[src/rtl/int2flt_pkg.sv]
// Shared types and constants for the int-to-float conversion engine.
// Holds the FSM state enum, the float field widths and the rounding/packing helper.
package int2flt_pkg;

   localparam int unsigned WORD_W   = 16;
   localparam int unsigned EXP_W    = 5;
   localparam int unsigned MANT_W   = 10;
   localparam int unsigned EXP_BIAS = 15;
   localparam int unsigned LZ_W     = 4;

   // Bit positions within a normalised magnitude (bit WORD_W-1 is the hidden one).
   localparam int unsigned MANT_LSB  = WORD_W - 1 - MANT_W;
   localparam int unsigned GUARD_BIT = MANT_LSB - 1;

   typedef enum logic [3:0] {
      S_IDLE,
      S_RD_HI,
      S_RD_LO,
      S_CAP,
      S_NORM,
      S_ROUND,
      S_WR_HI,
      S_WR_LO,
      S_DONE
   } state_t;

   // Round-to-nearest-even packing of a normalised, nonzero magnitude.
   // A mantissa carry leaves the low MANT_W bits at zero, so only the exponent needs fixing.
   function automatic logic [WORD_W-1:0] pack_float(
      input logic              sign,
      input logic [WORD_W-1:0] norm,
      input logic [LZ_W-1:0]   lz
   );
      logic [MANT_W:0]  mant;
      logic [EXP_W-1:0] expo;
      logic             guard;
      logic             sticky;
      logic             inc;
      expo   = EXP_W'(EXP_BIAS + 15) - EXP_W'(lz);
      guard  = norm[GUARD_BIT];
      sticky = |norm[GUARD_BIT-1:0];
      inc    = guard & (sticky | norm[MANT_LSB]);
      mant   = {1'b0, norm[WORD_W-2:MANT_LSB]} + {{MANT_W{1'b0}}, inc};
      if (mant[MANT_W]) begin
         expo = expo + 1'b1;
      end
      return {sign, expo, mant[MANT_W-1:0]};
   endfunction

endpackage

[src/rtl/int2flt_engine_lzc16.sv]
// lzc16: combinational 16-bit leading-zero counter used by the single-cycle normaliser.
// An all-zero input reports 15; the engine never presents zero here.
module lzc16
   import int2flt_pkg::*;
(
   input  logic [WORD_W-1:0] i_word,
   output logic [LZ_W-1:0]   o_lz
);

   // Ascending scan: the highest set bit is visited last and wins.
   always_comb begin
      o_lz = LZ_W'(WORD_W - 1);
      for (int unsigned i = 0; i < WORD_W; i++) begin
         if (i_word[i]) begin
            o_lz = LZ_W'(WORD_W - 1 - i);
         end
      end
   end

endmodule

[src/rtl/int2flt_engine.sv]
// Sequential int16 -> float16 converter on a byte-wide data-memory port.
// Define INT2FLT_FAST_NORM_EN for a single-cycle normaliser (lzc16 + barrel shift).
module int2flt_engine
   import int2flt_pkg::*;
#(
   parameter int unsigned NUM_WORDS = 15,
   parameter int unsigned SRC_BASE  = 0,
   parameter int unsigned DST_BASE  = 30
) (
   input  logic       clk,
   input  logic       reset,
   input  logic       start,
   input  logic [7:0] dm_rdata,
   output logic [7:0] dm_addr,
   output logic       dm_rd,
   output logic       dm_wr,
   output logic [7:0] dm_wdata,
   output logic       busy,
   output logic       done
);

   if (NUM_WORDS == 0 || NUM_WORDS > 63) begin : g_bad_num_words
      $error("int2flt_engine: NUM_WORDS must be within 1..63");
   end

   state_t            r_state;
   state_t            w_next;
   logic [5:0]        r_idx;
   logic [7:0]        r_hi;
   logic              r_sign;
   logic [WORD_W-1:0] r_mag;
   logic [LZ_W-1:0]   r_lz;
   logic [WORD_W-1:0] r_result;

   logic [WORD_W-1:0] w_operand;
   logic [WORD_W-1:0] w_mag;
   logic [5:0]        w_idx_inc;
   logic [7:0]        w_src_addr;
   logic [7:0]        w_dst_addr;

   assign w_operand  = {r_hi, dm_rdata};
   assign w_mag      = w_operand[WORD_W-1] ? (~w_operand + 1'b1) : w_operand;
   assign w_idx_inc  = r_idx + 6'd1;
   assign w_src_addr = 8'(SRC_BASE) + {1'b0, r_idx, 1'b0};
   assign w_dst_addr = 8'(DST_BASE) + {1'b0, r_idx, 1'b0};

`ifdef INT2FLT_FAST_NORM_EN
   logic [LZ_W-1:0] w_lz;

   lzc16 u_lzc16 (
      .i_word (r_mag),
      .o_lz   (w_lz)
   );
`endif

   always_ff @(posedge clk or negedge reset) begin
      if (!reset) begin
         r_state <= S_IDLE;
      end else begin
         r_state <= w_next;
      end
   end

   always_comb begin
      w_next   = r_state;
      dm_addr  = '0;
      dm_rd    = 1'b0;
      dm_wr    = 1'b0;
      dm_wdata = '0;
      busy     = 1'b0;
      done     = 1'b0;
      case (r_state)
         S_IDLE: begin
            if (start) w_next = S_RD_HI;
         end
         S_RD_HI: begin
            busy    = 1'b1;
            dm_rd   = 1'b1;
            dm_addr = w_src_addr;
            w_next  = S_RD_LO;
         end
         S_RD_LO: begin
            busy    = 1'b1;
            dm_rd   = 1'b1;
            dm_addr = w_src_addr + 8'd1;
            w_next  = S_CAP;
         end
         S_CAP: begin
            busy   = 1'b1;
            w_next = (w_operand == '0) ? S_ROUND : S_NORM;
         end
         S_NORM: begin
            busy = 1'b1;
`ifdef INT2FLT_FAST_NORM_EN
            w_next = S_ROUND;
`else
            if (r_mag[WORD_W-1]) w_next = S_ROUND;
`endif
         end
         S_ROUND: begin
            busy   = 1'b1;
            w_next = S_WR_HI;
         end
         S_WR_HI: begin
            busy     = 1'b1;
            dm_wr    = 1'b1;
            dm_addr  = w_dst_addr;
            dm_wdata = r_result[15:8];
            w_next   = S_WR_LO;
         end
         S_WR_LO: begin
            busy     = 1'b1;
            dm_wr    = 1'b1;
            dm_addr  = w_dst_addr + 8'd1;
            dm_wdata = r_result[7:0];
            w_next   = (w_idx_inc == 6'(NUM_WORDS)) ? S_DONE : S_RD_HI;
         end
         S_DONE: begin
            done = 1'b1;
            if (start) w_next = S_RD_HI;
         end
         default: w_next = S_IDLE;
      endcase
   end

   always_ff @(posedge clk or negedge reset) begin
      if (!reset) begin
         r_idx    <= '0;
         r_hi     <= '0;
         r_sign   <= 1'b0;
         r_mag    <= '0;
         r_lz     <= '0;
         r_result <= '0;
      end else begin
         case (r_state)
            S_IDLE, S_DONE: begin
               if (start) r_idx <= '0;
            end
            S_RD_LO: r_hi <= dm_rdata;
            S_CAP: begin
               r_sign <= w_operand[WORD_W-1];
               r_mag  <= w_mag;
               r_lz   <= '0;
            end
            S_NORM: begin
`ifdef INT2FLT_FAST_NORM_EN
               r_mag <= r_mag << w_lz;
               r_lz  <= w_lz;
`else
               if (!r_mag[WORD_W-1]) begin
                  r_mag <= {r_mag[WORD_W-2:0], 1'b0};
                  r_lz  <= r_lz + 1'b1;
               end
`endif
            end
            S_ROUND: r_result <= (r_mag == '0) ? '0 : pack_float(r_sign, r_mag, r_lz);
            S_WR_LO: r_idx <= w_idx_inc;
            default: ;
         endcase
      end
   end

endmodule
[config.mk]
export PLATFORM = sky130hd
export DESIGN_NAME = int2flt_engine
export DESIGN_NICKNAME = d
export VERILOG_FILES = /design/src/rtl/int2flt_pkg.sv /design/src/rtl/int2flt_engine_lzc16.sv /design/src/rtl/int2flt_engine.sv
export SDC_FILE = /design/constraint.sdc
export NUM_CORES = 1
export LEC_CHECK = 0
export CAP_MARGIN = 10
export CORE_MARGIN = 2
export CORE_UTILIZATION = 60
export CTS_BUF_LIST = sky130_fd_sc_hd__clkbuf_4
export CTS_CLUSTER_DIAMETER = 100
export DETAILED_ROUTE_END_ITERATION = 16
export HOLD_SLACK_MARGIN = 0.06
export PLACE_DENSITY_LB_ADDON = 0.3
export SYNTH_ARGS = -nofsm -noshare
export SYNTH_HDL_FRONTEND = slang
export SYNTH_SLANG_ARGS = --single-unit
[constraint.sdc]
create_clock -name clk -period 2.1 [get_ports clk]
set_clock_uncertainty 0.1 [all_clocks]
set_input_delay 0.42 -clock clk [delete_from_list [all_inputs] [get_ports clk]]
set_output_delay 0.42 -clock clk [all_outputs]
set_load 0.02 [all_outputs]
==> results of run 1 <==
==> kinds of logic (layout without fill, tap and decap cells) <==
kind of cell,after synthesis,in the layout,synth area share
and+or+nand+nor,138,138,0.219
AOI/OAI and AO/OA,88,89,0.164
DFF,55,55,0.410
buffers and inverters,36,125,0.0421
xor gates and xnor gates,26,26,0.0678
muxes,23,23,0.0715
adders and majority gates,7,7,0.0261
==> tightest hold or removal path: stages (launching register included) <==
cell and delay [ps]:
sky130_fd_sc_hd__dfrtp_1 380, sky130_fd_sc_hd__nand2_1 50, sky130_fd_sc_hd__o21ai_0 60
==> through the flow <==
step,instance area (um^2),cells,util,total power [uW],hold slack [ps]
floorplan,3360,373,-,4100,24.4
CTS,4260,524,0.778,6240,408
global placement,4070,505,0.744,5310,333
global route,4640,535,0.848,7660,447
finish,4640,535,0.848,7260,406
detailed placement,4070,505,0.744,5470,339
==> flip-flops by register name, indices dropped and copies added (netlist names) <==
| name | flops |
|---|---|
| r_lz | 4 |
| r_sign | 1 |
| r_idx | 6 |
| r_state | 4 |
| r_hi | 8 |
| r_mag | 16 |
| r_result | 16 |
==> metal layers <==
layer / up-vias / GRT usage
met5: - / 0
li1: 1530 / -
met4: 0 / 0.109
met3: 51 / 0.0364
met2: 179 / 0.519
met1: 1680 / 0.367
==> cell usage after synthesis (2+ instances only) <==
cell type	instances	area [um^2]
sky130_fd_sc_hd__dfrtp_1	55	1380
sky130_fd_sc_hd__nand2_1	42	158
sky130_fd_sc_hd__o21ai_0	40	200
sky130_fd_sc_hd__nor2_1	32	120
sky130_fd_sc_hd__clkbuf_1	18	67.6
sky130_fd_sc_hd__mux2i_1	15	150
sky130_fd_sc_hd__xnor2_1	14	123
sky130_fd_sc_hd__inv_1	12	45.0
sky130_fd_sc_hd__xor2_1	12	105
sky130_fd_sc_hd__nand3_1	11	55.1
sky130_fd_sc_hd__nor3_1	11	55.1
sky130_fd_sc_hd__a21oi_1	10	50.1
sky130_fd_sc_hd__mux2_2	8	90.1
sky130_fd_sc_hd__ha_1	7	87.6
sky130_fd_sc_hd__nor4_1	6	37.5
sky130_fd_sc_hd__o31ai_1	6	45.0
sky130_fd_sc_hd__or4_1	6	45.0
sky130_fd_sc_hd__a222oi_1	5	50.1
sky130_fd_sc_hd__a22oi_1	5	37.5
sky130_fd_sc_hd__buf_2	5	25.0
sky130_fd_sc_hd__o21ai_1	5	25.0
sky130_fd_sc_hd__nand4_1	4	25.0
sky130_fd_sc_hd__a21o_1	3	22.5
sky130_fd_sc_hd__a221o_1	3	30.0
sky130_fd_sc_hd__nand4bb_1	3	33.8
sky130_fd_sc_hd__a22o_1	2	17.5
sky130_fd_sc_hd__a31oi_1	2	12.5
sky130_fd_sc_hd__and2_1	2	12.5
sky130_fd_sc_hd__and3_1	2	12.5
sky130_fd_sc_hd__nand3b_1	2	15.0
sky130_fd_sc_hd__nand4b_1	2	17.5
sky130_fd_sc_hd__nor4_2	2	25.0
sky130_fd_sc_hd__o41ai_1	2	17.5
sky130_fd_sc_hd__or3_1	2	12.5
==> area by class of cell <==
cell class	instances	area [um^2]
clock buffers	6	45.0
multi-input cells	283	2060
clock inverters	2	17.5
fillers	287	832
flip-flops and latches	55	1380
repair buffers	105	1000
inverters	12	47.5
well taps	72	90.1
==> timing repair <==
item,in CTS,in global routing
hold endpoints to repair,55,0
cloned,1,3
setup buffers,10,9
pin swaps,12,16
endpoints found under the setup margin,32,36
resized for setup,118,74
hold buffers,1,0
==> worst paths after layout <==
kind | end | slack (ps) | depth (start not counted)
max in group asynchronous | r_state[1] | 1210 | 3
max | dm_addr[6] | -230 | 5
max reg2reg | r_mag[12] | 20 | 5
min reg2reg | r_sign | 410 | 2
min in group asynchronous | r_mag[6] | 430 | 3
min | r_sign | 410 | 2
==> power by group through the flow <==
stage	logic, uW	clock network (uW)	registers, uW
after floorplan	2230	0	1870
after global placement	3220	0	2090
after detailed placement	3350	0	2130
after CTS	3610	505	2120
after global routing	4830	536	2290
final	4520	495	2250
==> results_tabular.tex, run 1 <==
\begin{tabular}{lr}
\hline
Metric & Value \\
\hline
\multicolumn{2}{l}{\textbf{STA}} \\
Worst Max-Slew Pin Slew & 414 ps \\
Final number of max-transition violations & 0 \\
Number of failing setup endpoints in the final timing report & 9 \\
Post-route clock period utilization & 1.11 \\
Total Negative Setup Slacks & -1160 ps \\
Highest clock rate & 429 MHz \\
Worst Setup Slack, final & -233 ps \\
Hold Fails Final Rpt & 0 \\
Relative slew margins & 0.723 \\
Clock period minus worst slack & 2330 ps \\
Setup repair after global routing missed its margin & yes \\
\multicolumn{2}{l}{\textbf{Critical path}} \\
Family of cells with the greatest summed delay on the critical path & simple AND/OR/NAND/NOR gates \\
CP max stage delay & 570 ps \\
Startpoint-to-endpoint class of the critical path & register to output port \\
Worst R2R Start & r\_state[1] \\
Critical Path Fanout Max & 3 \\
Type of element capturing the critical path & output port \\
CP Buf/Inv Count & 1 \\
Crit-path cells & or4\_4 -> a21oi\_2 -> o21ai\_1 -> o21ai\_1 -> buf\_4 \\
Data required time of the critical path & 1580 ps \\
Nature of the critical path startpoint & register \\
Critical Path AT & 1810 ps \\
Cell repeated most along the worst path & sky130\_fd\_sc\_hd\_\_o21ai\_1 \\
Standard cell with the maximum stage delay on the critical path & sky130\_fd\_sc\_hd\_\_or4\_4 \\
Worst setup startpoint & r\_idx[1] \\
\multicolumn{2}{l}{\textbf{CTS}} \\
Clock input transition at the sequential cells of the worst setup and hold paths & 170 ps \\
Count of H-tree levels built during CTS & 2 \\
Number of buffers created by CTS & 5 \\
CTS tree & built \\
Maximum buffer depth of the clock tree & 2 \\
CTS Root Buffer Type & sky130\_fd\_sc\_hd\_\_clkbuf\_4 \\
Clock sink total & 55 \\
Clock latency of the later-clocked register in the worst-skew pair & 400 ps \\
\multicolumn{2}{l}{\textbf{Synth}} \\
Mapped Area & 0.00336 mm\^{}2 \\
Instance count of the mapped netlist & 373 \\
Async SR Flop Fraction & 1.00 \\
Most used DFF post-synth & sky130\_fd\_sc\_hd\_\_dfrtp\_1 \\
Number of distinct library cells after synthesis & 51 \\
Avg Synthesized Cell Area & 9.01 um\^{}2 \\
Warnings from Yosys & 0 \\
Sequential fraction of the synthesis area & 0.410 \\
Flip-flop and latch count after synthesis & 55 \\
EDFF count, synth & 0 \\
Total nets after synthesis & 391 \\
\multicolumn{2}{l}{\textbf{Cells and area}} \\
Commonest non-fill, non-tap cells in the layout & 63 x sky130\_fd\_sc\_hd\_\_buf\_4, 54 x sky130\_fd\_sc\_hd\_\_dfrtp\_1, 40 x sky130\_fd\_sc\_hd\_\_nand2\_1, 30 x sky130\_fd\_sc\_hd\_\_o21ai\_0, 24 x sky130\_fd\_sc\_hd\_\_nor2\_1 \\
Share of final-layout standard cells stronger than drive strength 1 & 0.337 \\
P\&R area growth vs syn & 38.1\% \\
Final antenna diode count & 0 \\
Commonest non-fill, non-tap cell in the layout & sky130\_fd\_sc\_hd\_\_buf\_4 \\
Total number of nets in the final design & 480 \\
\multicolumn{2}{l}{\textbf{Min path}} \\
Min-delay src & r\_sign \\
Worst hold path class & register to register \\
\multicolumn{2}{l}{\textbf{Routing}} \\
Total length of routed met3 wires & 614 um \\
Iteration count of the initial detailed-routing pass & 8 \\
Routed vias/inst & 6.43 \\
Via Count & 3440 \\
Met2 WL post-DR & 5310 um \\
Number of DRC markers after the initial detailed-route iteration & 323 \\
Met1 WL & 4020 um \\
Routed Wire Length & 10400 um \\
Top Metal Used & met4 \\
Total DRC errors in the routed layout & 0 \\
Remaining antenna violation count & 0 \\
Wire length per cell after detailed routing & 19.4 um \\
\multicolumn{2}{l}{\textbf{Pwr}} \\
Internal portion of total power & 3970 uW \\
Peak supply drop & 1.17 mV \\
Cell Pwr Density & 1560 mW/mm\^{}2 \\
Power dissipated by switching net loads & 3290 uW \\
Leakage power & 0.00202 uW \\
Net switching fraction of the power & 0.453 \\
Part of the power in the clock network & 0.068 \\
Part of the total power dissipated in sequential elements & 0.310 \\
Combinational cell fraction of total power & 0.622 \\
\multicolumn{2}{l}{\textbf{Placement}} \\
PortBufs & 30 \\
HPWL after detailed placement & 5950 um \\
Weighted congestion at the end of routability-driven global placement & 0.905 \\
Pre-CTS WS & -436 ps \\
\multicolumn{2}{l}{\textbf{GRT}} \\
Global route total overflow & 0 \\
Overall routing resource usage & 0.292 \\
First-pass GRT wire length & 14400 um \\
Initial antenna violation count & 0 \\
Via count of the first global-routing pass & 3023 \\
Largest net degree at the start of global routing & 56 \\
\multicolumn{2}{l}{\textbf{Outcome}} \\
Result of the run & complete, but fails checks \\
Failing checks & setup timing \\
\multicolumn{2}{l}{\textbf{Floorplan}} \\
Area of the die & 0.00621 mm\^{}2 \\
Area of the placeable core & 0.00547 mm\^{}2 \\
Horizontal die dimension & 78.8 um \\
Top-Level Pins & 31 \\
Count of standard-cell rows & 27 \\
Die Ht & 78.8 um \\
Starting Density & 0.614 \\
\multicolumn{2}{l}{\textbf{Job}} \\
Reported max-cap violation count & 0 \\
\hline
\end{tabular}
Note: power is estimated with default switching activity, not from simulation.
==> run 2: changes to the inputs <==
--- a/config.mk
+++ b/config.mk
@@ -5,7 +5,7 @@
 export SDC_FILE = /design/constraint.sdc
 export NUM_CORES = 1
 export LEC_CHECK = 0
-export CAP_MARGIN = 10
+export CAP_MARGIN = 20
 export CORE_MARGIN = 2
 export CORE_UTILIZATION = 60
 export CTS_BUF_LIST = sky130_fd_sc_hd__clkbuf_4
==> constraint.sdc (replaced) <==
create_clock -name clk -period 2.1 [get_ports clk]
set_clock_uncertainty 0.1 [all_clocks]
set_input_delay 0.21 -clock clk [delete_from_list [all_inputs] [get_ports clk]]
set_output_delay 0.21 -clock clk [all_outputs]
set_load 0.02 [all_outputs]
==> run 2 against run 1 <==
Net effect: the flow still finishes with violations (setup timing); combinational power shrank 22%; global-route usage shrank 1.6 points; wire length shrank 15%; final cell count shrank 4.1%; hold slack lost 180 ps; highest routed layer unchanged; clock-buffer cell count shrank 1.
==> results_tabular.tex, run 2 (synthesis results as in run 1) <==
\begin{tabular}{lr}
\hline
Metric & Value \\
\hline
\multicolumn{2}{l}{\textbf{Cells and area}} \\
Registers with the highest flip-flop counts & r\_mag (16), r\_result (16), r\_hi (8) \\
Share of final-layout standard cells stronger than drive strength 1 & 0.229 (-0.108) \\
Commonest non-fill, non-tap cells in the layout & 53 x sky130\_fd\_sc\_hd\_\_dfrtp\_1, 44 x sky130\_fd\_sc\_hd\_\_buf\_4, 42 x sky130\_fd\_sc\_hd\_\_nand2\_1, 37 x sky130\_fd\_sc\_hd\_\_o21ai\_0, 31 x sky130\_fd\_sc\_hd\_\_nor2\_1 \\
Utilization after layout & 0.774 (-0.0738) \\
Commonest non-fill, non-tap cell in the layout & sky130\_fd\_sc\_hd\_\_dfrtp\_1 \\
Post-route design area & 0.00424 mm\^{}2 (-8.7\%) \\
P\&R area growth vs syn & 26.1\% \\
Total number of nets in the final design & 458 (-4.6\%) \\
Final antenna diode count & 0 (unchanged) \\
\multicolumn{2}{l}{\textbf{Critical path}} \\
CP max stage delay & 570 ps (about the same) \\
Startpoint-to-endpoint class of the critical path & register to output port \\
Crit-path cells & or4\_4 -> a21oi\_2 -> o21ai\_0 -> o21ai\_0 -> buf\_2 \\
Data required time of the critical path & 1790 ps (+210 ps) \\
Nature of the critical path startpoint & register \\
CP Buf/Inv Count & 1 (unchanged) \\
Cell repeated most along the worst path & sky130\_fd\_sc\_hd\_\_o21ai\_0 \\
Worst R2R Setup Slack & 10 ps (about the same) \\
Family of cells with the greatest summed delay on the critical path & simple AND/OR/NAND/NOR gates \\
Critical Path AT & 1850 ps (+40 ps) \\
Critical Path Fanout Max & 3 (unchanged) \\
Type of element capturing the critical path & output port \\
Standard cell with the maximum stage delay on the critical path & sky130\_fd\_sc\_hd\_\_or4\_4 \\
\multicolumn{2}{l}{\textbf{STA}} \\
Setup repair after global routing missed its margin & yes \\
Worst Setup Slack, final & -64.8 ps (+168 ps) \\
Number of failing setup endpoints in the final timing report & 1 (-8) \\
Worst Max-Slew Pin Slew & 561 ps (+147 ps) \\
Post-route clock period utilization & 1.03 (-0.0802) \\
Hold Fails Final Rpt & 0 (unchanged) \\
Clock period minus worst slack & 2160 ps (-168 ps) \\
Highest clock rate & 462 MHz (+7.8\%) \\
Final number of max-transition violations & 0 (unchanged) \\
Relative slew margins & 0.626 (-0.0971) \\
\multicolumn{2}{l}{\textbf{Routing}} \\
Iteration count of the initial detailed-routing pass & 7 (-1) \\
Total DRC errors in the routed layout & 0 (unchanged) \\
Number of DRC markers after the initial detailed-route iteration & 277 (-14\%) \\
Via Count & 3212 (-6.6\%) \\
Routed Wire Length & 8840 um (-15\%) \\
Remaining antenna violation count & 0 (unchanged) \\
Routed vias/inst & 6.26 (-2.6\%) \\
Wire length per cell after detailed routing & 17.2 um (-11\%) \\
\multicolumn{2}{l}{\textbf{CTS}} \\
Maximum buffer depth of the clock tree & 2 (unchanged) \\
Number of buffers created by CTS & 5 (unchanged) \\
CTS tree & built \\
Clock sink total & 55 (unchanged) \\
CTS Root Buffer Type & sky130\_fd\_sc\_hd\_\_clkbuf\_4 \\
Clock input transition at the sequential cells of the worst setup and hold paths & 150 ps (-20 ps) \\
Clock latency of the later-clocked register in the worst-skew pair & 380 ps (-20 ps) \\
Count of H-tree levels built during CTS & 2 (unchanged) \\
\multicolumn{2}{l}{\textbf{Outcome}} \\
Failing checks & setup timing \\
Result of the run & complete, but fails checks \\
\multicolumn{2}{l}{\textbf{Floorplan}} \\
Starting Density & 0.614 (unchanged) \\
Area of the die & 0.00621 mm\^{}2 (unchanged) \\
Horizontal die dimension & 78.8 um (unchanged) \\
Die Ht & 78.8 um (unchanged) \\
Top-Level Pins & 31 (unchanged) \\
Count of standard-cell rows & 27 (unchanged) \\
Area of the placeable core & 0.00547 mm\^{}2 (unchanged) \\
\multicolumn{2}{l}{\textbf{Placement}} \\
PortBufs & 30 (unchanged) \\
DP Area & 0.00400 mm\^{}2 (-1.7\%) \\
Weighted congestion at the end of routability-driven global placement & 0.899 (-0.65\%) \\
HPWL after detailed placement & 5920 um (-0.44\%) \\
\multicolumn{2}{l}{\textbf{GRT}} \\
Via count of the first global-routing pass & 2979 (-1.5\%) \\
First-pass GRT wire length & 13700 um (-5.1\%) \\
Global route total overflow & 0 (unchanged) \\
Largest net degree at the start of global routing & 34 (-39\%) \\
Overall routing resource usage & 0.277 (-0.0158) \\
Initial antenna violation count & 0 (unchanged) \\
\multicolumn{2}{l}{\textbf{Pwr}} \\
Leakage power & 0.00188 uW (-6.8\%) \\
Cell Pwr Density & 1480 mW/mm\^{}2 (-5.6\%) \\
Peak supply drop & 0.921 mV (-21\%) \\
\multicolumn{2}{l}{\textbf{Job}} \\
Reported max-cap violation count & 0 (unchanged) \\
\multicolumn{2}{l}{\textbf{Min path}} \\
Worst hold path class & input port to async pin \\
\hline
\end{tabular}
-- run 2: per-layer routing --
| layer | GRT usage | part of all wire |
|---|---|---|
| met1 | 0.340 | 0.40 |
| met2 | 0.474 | 0.51 |
| met3 | 0.0455 | 0.050 |
| met4 | 0.136 | 0.031 |
| met5 | 0 | 0 |
-- run 2: area by class of cell --
cell class | count | area [um^2]
Multi-Input combinational cell | 283 | 1930
Sequential cell | 55 | 1380
Fill cell | 371 | 1240
Timing Repair Buffer | 83 | 713
Tap cell | 72 | 90.1
Inverter | 12 | 45.0
Clock inverter | 3 | 38.8
Clock buffer | 5 | 37.5
-- run 2: report_power, final --
group          total (uW)  switching [uW]  leakage, uW  internal [uW]
logic                3540            1870      0.00115           1670
clock network         573             327    0.0000426            245
registers            2150             618     0.000691           1530
total                6260            2810      0.00188           3450
-- run 2: path summary, 6_finish.rpt --
kind | start | endpoint | cells after the start
worst max-delay path | r_idx[2] | dm_addr[6] | 5
worst min register to register | r_result[4] | r_result[4] | 2
worst max register to register | r_state[1] | r_mag[14] | 7
max in group asynchronous | reset | r_state[0] | 3
worst min-delay path | reset | r_hi[1] | 2
min in group clk | start | r_state[3] | 2
-- run 2: what timing repair did --
action	4_1_cts	5_1_grt
hold buffers	1	0
pin swaps	3	7
cloned	0	2
gates resized for setup	47	29
endpoints found under the hold margin	22	0
buffers inserted	4	5
setup endpoints to repair	20	27
-- run 2: metrics by stage --
step	std cells	power (uW)	hold slack, ps	setup TNS (ps)	setup slack (ps)
finish	513	6260	227	-64.8	-64.8
global route	513	6700	261	-254	-123
CTS	507	5910	244	-167	-167
detailed placement	494	5340	131	-721	-168
global placement	494	5200	121	-398	-164
floorplan	373	4090	-186	0	77.6
-- run 2: worst register-to-register path, cell delays in order, from the launching register on --
cell,delay (ps)
sky130_fd_sc_hd__dfrtp_2,480
sky130_fd_sc_hd__buf_6,140
sky130_fd_sc_hd__buf_6,120
sky130_fd_sc_hd__or4b_4,530
sky130_fd_sc_hd__nor2_4,300
sky130_fd_sc_hd__clkbuf_16,210
sky130_fd_sc_hd__a222oi_1,70
sky130_fd_sc_hd__o21ai_1,90
